===== config.mk =====
export PLATFORM = sky130hd
export DESIGN_NAME = onchip_rom_streamer
export DESIGN_NICKNAME = d
export VERILOG_FILES = /design/src/rtl/onchip_rom_streamer_pkg.sv /design/src/rtl/onchip_rom_streamer_fifo.sv /design/src/rtl/onchip_rom_streamer.sv
export SDC_FILE = /design/constraint.sdc
export NUM_CORES = 1
export LEC_CHECK = 0
export ABC_AREA = 1
export CORE_MARGIN = 5
export CORE_UTILIZATION = 50
export CTS_CLUSTER_SIZE = 12
export DETAILED_ROUTE_END_ITERATION = 10
export GPL_ROUTABILITY_DRIVEN = 0
export PLACE_DENSITY = 0.81
export RECOVER_POWER = 25
export SETUP_SLACK_MARGIN = 0.15
export SLEW_MARGIN = 20
export SYNTH_ARGS = -nofsm -noshare
export SYNTH_HDL_FRONTEND = slang
export SYNTH_SLANG_ARGS = --single-unit

===== constraint.sdc =====
create_clock -name clk -period 4 [get_ports clk]
set_clock_uncertainty 0.2 [all_clocks]
set_input_delay 1.2 -clock clk [delete_from_list [all_inputs] [get_ports clk]]
set_output_delay 1.2 -clock clk [all_outputs]
set_load 0.1 [all_outputs]

===== src/rtl/onchip_rom_streamer_pkg.sv =====
// Shared definitions for the on-chip ROM streamer and its ROM wrapper.
// The ROM geometry constants here are the single source for both sides.
package onchip_rom_streamer_pkg;

  localparam int ROM_ADDR_W        = 12;
  localparam int ROM_DATA_W        = 32;
  localparam int ROM_DEPTH         = 2560;
  localparam int STREAM_LEN_W      = 12;
  localparam int STREAM_FIFO_DEPTH = 4;

  typedef enum logic [1:0] {
    IDLE  = 2'd0,
    FETCH = 2'd1,
    DRAIN = 2'd2
  } state_e;

endpackage


===== src/rtl/onchip_rom_streamer_fifo.sv =====
// Synchronous first-word-fall-through FIFO for the ROM stream; the head
// entry is always presented on head_data_o while count_o is non-zero.
module rom_stream_fifo #(
  parameter int DEPTH = 4,
  parameter int WIDTH = 32
) (
  input  logic                       clk,
  input  logic                       reset_n,
  input  logic                       push_i,
  input  logic [WIDTH-1:0]           push_data_i,
  input  logic                       pop_i,
  output logic [WIDTH-1:0]           head_data_o,
  output logic [$clog2(DEPTH):0]     count_o
);

  localparam int PTR_W = $clog2(DEPTH);
  localparam int CNT_W = PTR_W + 1;

  logic [WIDTH-1:0] mem_q [DEPTH];
  logic [PTR_W-1:0] wr_ptr_q, wr_ptr_d;
  logic [PTR_W-1:0] rd_ptr_q, rd_ptr_d;
  logic [CNT_W-1:0] count_q, count_d;
  logic             do_push;
  logic             do_pop;

  // A push into a full FIFO is fine when the head leaves in the same cycle.
  assign do_pop  = pop_i && (count_q != '0);
  assign do_push = push_i && ((count_q != CNT_W'(DEPTH)) || do_pop);

  always_comb begin
    wr_ptr_d = wr_ptr_q;
    rd_ptr_d = rd_ptr_q;
    count_d  = count_q;
    if (do_push) wr_ptr_d = wr_ptr_q + 1'b1;
    if (do_pop)  rd_ptr_d = rd_ptr_q + 1'b1;
    count_d = count_q + CNT_W'(do_push) - CNT_W'(do_pop);
  end

  always_ff @(posedge clk or negedge reset_n) begin
    if (!reset_n) begin
      wr_ptr_q <= '0;
      rd_ptr_q <= '0;
      count_q  <= '0;
    end else begin
      wr_ptr_q <= wr_ptr_d;
      rd_ptr_q <= rd_ptr_d;
      count_q  <= count_d;
    end
  end

  always_ff @(posedge clk) begin
    if (do_push) mem_q[wr_ptr_q] <= push_data_i;
  end

  assign head_data_o = mem_q[rd_ptr_q];
  assign count_o     = count_q;

endmodule


===== src/rtl/onchip_rom_streamer.sv =====
// Avalon-MM read master for the on-chip ROM: fetches a block of words and
// streams them out, issuing a read only when the output buffer can absorb it.
module onchip_rom_streamer
  import onchip_rom_streamer_pkg::*;
#(
  parameter int ADDR_W     = ROM_ADDR_W,
  parameter int DATA_W     = ROM_DATA_W,
  parameter int ROM_WORDS  = ROM_DEPTH,
  parameter int LEN_W      = STREAM_LEN_W,
  parameter int FIFO_DEPTH = STREAM_FIFO_DEPTH
) (
  input  logic              clk,
  input  logic              reset_n,
  input  logic              start,
  input  logic [ADDR_W-1:0] base_addr,
  input  logic [LEN_W-1:0]  length,
  output logic              busy,
  output logic              done,
  output logic              err,
  output logic [ADDR_W-1:0] rom_address,
  output logic              rom_chipselect,
  output logic              rom_clken,
  output logic              rom_write,
  input  logic [DATA_W-1:0] rom_readdata,
  output logic [DATA_W-1:0] st_data,
  output logic              st_valid,
  input  logic              st_ready
);

  localparam int CNT_W = $clog2(FIFO_DEPTH) + 1;
  localparam int SUM_W = ((ADDR_W > LEN_W) ? ADDR_W : LEN_W) + 1;

  state_e             state_q, state_d;
  logic [ADDR_W-1:0]  addr_q, addr_d;
  logic [LEN_W-1:0]   remain_q, remain_d;
  logic               done_q, done_d;
  logic               err_q, err_d;
  logic               inflight_q;
  logic [CNT_W-1:0]   fifo_count;
  logic               fifo_pop;
  logic               issue;
  logic               credit_ok;
  logic               range_ok;
  logic [SUM_W-1:0]   end_sum;

  // Widened sum so a block ending exactly at the top of the ROM is accepted.
  assign end_sum   = SUM_W'(base_addr) + SUM_W'(length);
  assign range_ok  = (end_sum <= SUM_W'(ROM_WORDS));
  assign credit_ok = ((CNT_W+1)'(fifo_count) + (CNT_W+1)'(inflight_q)) < (CNT_W+1)'(FIFO_DEPTH);
  assign issue     = (state_q == FETCH) && (remain_q != '0) && credit_ok;
  assign fifo_pop  = st_valid && st_ready;

  always_comb begin
    state_d  = state_q;
    addr_d   = addr_q;
    remain_d = remain_q;
    done_d   = 1'b0;
    err_d    = 1'b0;
    unique case (state_q)
      IDLE: begin
        if (start) begin
          if (length == '0) begin
            done_d = 1'b1;
          end else if (!range_ok) begin
            err_d = 1'b1;
          end else begin
            state_d  = FETCH;
            addr_d   = base_addr;
            remain_d = length;
          end
        end
      end
      FETCH: begin
        // The final read leaves the address parked on the last word fetched.
        if (issue) begin
          remain_d = remain_q - 1'b1;
          if (remain_q == LEN_W'(1)) begin
            state_d = DRAIN;
          end else begin
            addr_d = addr_q + 1'b1;
          end
        end
      end
      DRAIN: begin
        if (!inflight_q && (fifo_count == CNT_W'(1)) && fifo_pop) begin
          state_d = IDLE;
          done_d  = 1'b1;
        end
      end
      default: state_d = IDLE;
    endcase
  end

  always_ff @(posedge clk or negedge reset_n) begin
    if (!reset_n) begin
      state_q    <= IDLE;
      addr_q     <= '0;
      remain_q   <= '0;
      done_q     <= 1'b0;
      err_q      <= 1'b0;
      inflight_q <= 1'b0;
    end else begin
      state_q    <= state_d;
      addr_q     <= addr_d;
      remain_q   <= remain_d;
      done_q     <= done_d;
      err_q      <= err_d;
      inflight_q <= issue;
    end
  end

  rom_stream_fifo #(
    .DEPTH (FIFO_DEPTH),
    .WIDTH (DATA_W)
  ) u_fifo (
    .clk         (clk),
    .reset_n     (reset_n),
    .push_i      (inflight_q),
    .push_data_i (rom_readdata),
    .pop_i       (fifo_pop),
    .head_data_o (st_data),
    .count_o     (fifo_count)
  );

  assign st_valid       = (fifo_count != '0);
  assign rom_address    = addr_q;
  assign rom_chipselect = issue;
  assign rom_clken      = issue;
  assign rom_write      = 1'b0;
  assign busy           = (state_q != IDLE);
  assign done           = done_q;
  assign err            = err_q;

endmodule


Word level (Yosys, flattened, before mapping)
Memories as Yosys holds them, arrays and structs flattened. Index checks and enable logic that the tools add are counted.

Bits in writable memories: 128. Word-level logic and storage cells: 78. Output and inout bits: 51. Memories kept: 1. Bits of input ports: 60. Register bits after elaboration: 36.

Memory list: u_fifo.mem_q (depth 4, bits a word 32, rd ports 1, clocked after memory_dff 0, write ports 1, RTL line onchip_rom_streamer_fifo.sv:19) `logic [WIDTH-1:0] mem_q [DEPTH];`.

Mux-type cells: 28. Equal/unequal tests: 12. $lt $le $gt $ge: 2. Reductions and logical operators: 18. Add/sub/neg operators: 8.

Operators with widths (number): two-way mux 12 bit (9); case mux 12 bit (2 select lines) (2); adder 12 x 12 -> 13 bit (1); <= comparator 13 x 12 -> 1 bit (second input constant) (1); adder 12 x 1 -> 12 bit (second input constant) (1); == test 12 x 1 -> 1 bit (second input constant) (1); logical NOT 12 bit (1); two-way mux 2 bit (6); inequality test 2 bit (second input constant) (6); AND reduction 6 bit (2); nonzero test 12 bit (1); subtractor 12 x 1 -> 12 bit (second input constant) (1); two-way mux 1 bit (9); logical AND 1 bit (7); case mux 2 bit (3 select lines) (1); AND reduction 5 bit (1); adder 2 x 1 -> 2 bit (second input constant) (2); adder 3 x 1 -> 4 bit (1); less-than comparator 4 x 3 -> 1 bit (second input constant) (1); nonzero test 2 bit (2); adder 3 x 1 -> 3 bit (1); == test 3 x 1 -> 1 bit (second input constant) (1); inequality test 3 bit (second input constant) (1); nonzero test 3 bit (1); 8 further kinds (8).

Longest topological paths before layout
Word-level depth: 7. Mapped depth: 19. Depth with buffers taken out: 17.

Modules after synthesis
From an unflattened synthesis, not the netlist that was laid out.

Cell total of the unflattened synthesis: 872. Area total of the unflattened synthesis: 8355.5 µm².

By module, submodules not included: rom_stream_fifo (area each 5539.1 µm², cells each 431, instances 1, seq. area each 4018.9 µm²); onchip_rom_streamer (area each 2816.5 µm², cells each 441, instances 1, seq. area each 725.7 µm²).

Least setup slack after synthesis
OpenSTA, ideal clock, no wires.

Kind: reg-to-output. Start: register u_fifo.rd_ptr_q[0]. End: output st_data[10]. Path buffers: 3. Stages on the path, launching flop included: 7. Slack: -68 ps. Arrival: 2668 ps. Data required time: 2600 ps. Cell sequence: dfrtp_1 clkbuf_1 inv_1 clkbuf_1 clkbuf_1 o21ai_0 o22ai_1.

Word-level cells in the longest chain between the ends: 1.

Ends and longest elaborated chain: from (decl) (RTL line onchip_rom_streamer_fifo.sv:21) `logic [PTR_W-1:0] rd_ptr_q, rd_ptr_d;`; from (signal assigned) (RTL line onchip_rom_streamer_fifo.sv:46) `rd_ptr_q <= rd_ptr_d;`; memory (4 x 32 bit); to (decl) (RTL line onchip_rom_streamer.sv:25) `output logic [DATA_W-1:0] st_data,`.

No other way between the ends.

Worst setup path after layout
Start: register u_fifo.rd_ptr_q[1]. End: output st_data[31].

Same word-level chain as after synthesis.

==> metrics <==
status completed; Post-Route WL 19500 um; Netlist Area Pre-Place 0.00796 mm2; hold path depth 2; reg2reg end remain_q[10]; Mean Syn Cell Area 9.69 um2; core area 0.0158 mm2; Tmin final 3.63 ns; Hold Path End remain_q[10]; Placement Setup Slack 0.0639 ns; Final Cycle Share 90.7%; EDFF count, synth 128; Via density 5.42; final setup TNS 0 ns; Tightest Hold Check Type reg2reg; final instance area 0.0104 mm2; Crit. End Element output port; Clock Sink Count 164; Pre-antenna DRT Iters 5; Slew @ Worst Pin 0.849 ns; Worst Path Arrival 2.23 ns; synth unique cells 36; final worst slack 0.373 ns; via count 6312; worst r2r path cells 14; global-route wire length before repair 31200 um; GRT Overall Usage 21.7%; Pins Over Slew Limit 0; vias in the first global route 6114; Required @ worst endpoint 2.60 ns; Post-Syn Nets 906; largest net degree at the start of global routing 66; I/O pin count 111; Layout area overhead 30.7%; commonest non-fill, non-tap cell in the layout nand2_1; Clock transition at path regs 0.06 ns; antenna-violating nets left 0; Layout Utilization 66.0%; Crit Path Category reg2out; most frequent cells in the layout nand2_1 (171), edfxtp_1 (128), nor2_1 (106); cts bufs inserted 17; CP cell instances inv_1 -> buf_4 -> o21ai_0 -> o22ai_1 -> buf_12; Worst Setup Start Kind register; Worst path top cell family by delay buffers and inverters; Die Ht 136 um; Post CTS Setup Buffer Count 0; die area 0.0185 mm2; die width 136 um; post-synthesis sequential area ratio 59.6%; Initial Utilization 50.5%; H-tree levels 4; CP bufs+invs 3; Placed Area 0.00983 mm2; RSZ-0062 raised after global routing no; initial antenna violation count 0; asr flop ratio synth 22.0%; # port buffers 109; R2R Path Start remain_q[0]; share of cells above drive strength 1 16.8%; post-route DRC violation count 0; Syn Inst Count 822; top_reg_cell synth edfxtp_1; Clock Path Buffers 2; CTS tree yes; Slowest cell on crit path dfrtp_1; Final setup viols 0; WL/cell 16.8 um; relative slew slack 43.4%; Final Hold Viols 0; Syn. warnings 0; hold_buf cts 0; post-synthesis register bit count 164; row count 46; post-DP HPWL 13300 um; CP peak stage delay 0.61 ns; Final #Nets 1020; Clock Latency Late Sink 0.42 ns; Iter 0 DRT Violations 543; critical hold path startpoint remain_q[10]; R2R setup slack 1.50 ns; CP Max Fanout 31; maximum clock frequency 0.276 GHz; Max-Cap Viols 0; n_diodes 0; GR Overflow Total 0; Root Buffer Master clkbuf_16
-- synthesized netlist by cell type (7+ instances only) --
cell type | instances | area [um2]
a21oi_1 | 9 | 45.0
clkbuf_1 | 25 | 93.8
dfrtp_1 | 36 | 901
edfxtp_1 | 128 | 3840
ha_1 | 22 | 275
inv_1 | 73 | 274
nand2_1 | 171 | 642
nand3_1 | 54 | 270
nand4_1 | 9 | 56.3
nor2_1 | 110 | 413
o21ai_0 | 92 | 460
o22ai_1 | 33 | 206
xor2_1 | 7 | 61.3
-- how the worst max path moves through the flow --
stage | startpoint | to | slack (ns) | depth (start not counted)
finish | u_fifo.rd_ptr_q[1] | st_data[31] | 0.37 | 5
global route | remain_q[0] | rom_clken | 0.23 | 10
CTS | u_fifo.rd_ptr_q[0] | st_data[21] | 0.25 | 5
detailed placement | base_addr[0] | rom_address[11] | 0.06 | 16
global placement | base_addr[0] | rom_address[4] | 0.10 | 16
floorplan | u_fifo.rd_ptr_q[0] | st_data[0] | 0.17 | 5
-- sequential cells by signal, indices dropped and copies added (netlist names) --
register	count
u_fifo.mem_q	128
state_q	2
done	1
rom_address	12
u_fifo.rd_ptr_q	2
u_fifo.wr_ptr_q	2
remain_q	12
u_fifo.count_o	3
inflight_q	1
err	1
-- logic make-up (layout without fill, tap and decap cells) --
logic type               count (synthesis)  count (layout)  share of synthesized area, %
flip-flops                             164             164                          59.6
XOR/XNOR                                 9               9                         0.990
AND/OR/NAND/NOR                        365             365                          19.4
adder cells (fa/ha/maj)                 24              24                          3.96
buffers and inverters                  113             240                          6.00
AO/OA/AOI/OAI                          146             146                          10.0
other                                    1               1                        0.0471
-- layout make-up --
cell class	instances	area [um2]
inverter	78	297
sequential	164	4750
clock inverter	15	155
tap	216	270
clock buffer	17	425
multi-input combinational	545	2950
fill	1164	5360
timing repair buffer	130	1570
-- tightest hold or removal path: cells and delay by family (launching register included) --
| kind | cells | cell delay (ns) |
|---|---|---|
| AND/OR/NAND/NOR | 2 | 0.11 |
| flip-flops | 1 | 0.35 |
-- through the flow --
stage | instances | hold WS [ns]
after floorplan | 822 | 0.242
after global placement | 1133 | 0.260
after detailed placement | 1133 | 0.284
after CTS | 1165 | 0.302
after global routing | 1165 | 0.327
final | 1165 | 0.297
-- what timing repair did --
action,4_1_cts,5_1_grt
endpoints found under the setup margin,0,9
gates resized for setup,0,1
endpoints found under the hold margin,0,0
-- layer usage --
layer  vias to the layer above  GRT usage, %  share of wire (%)
li1                       3035             -                  -
met1                      3019          27.5                 41
met2                       227          38.0                 51
met3                        31          4.00                6.1
met4                         0          6.38                1.9
met5                         -             0                  0
Power is not shown: default switching activity piles up to over one toggle a cycle in this logic, so the estimate is an artifact.
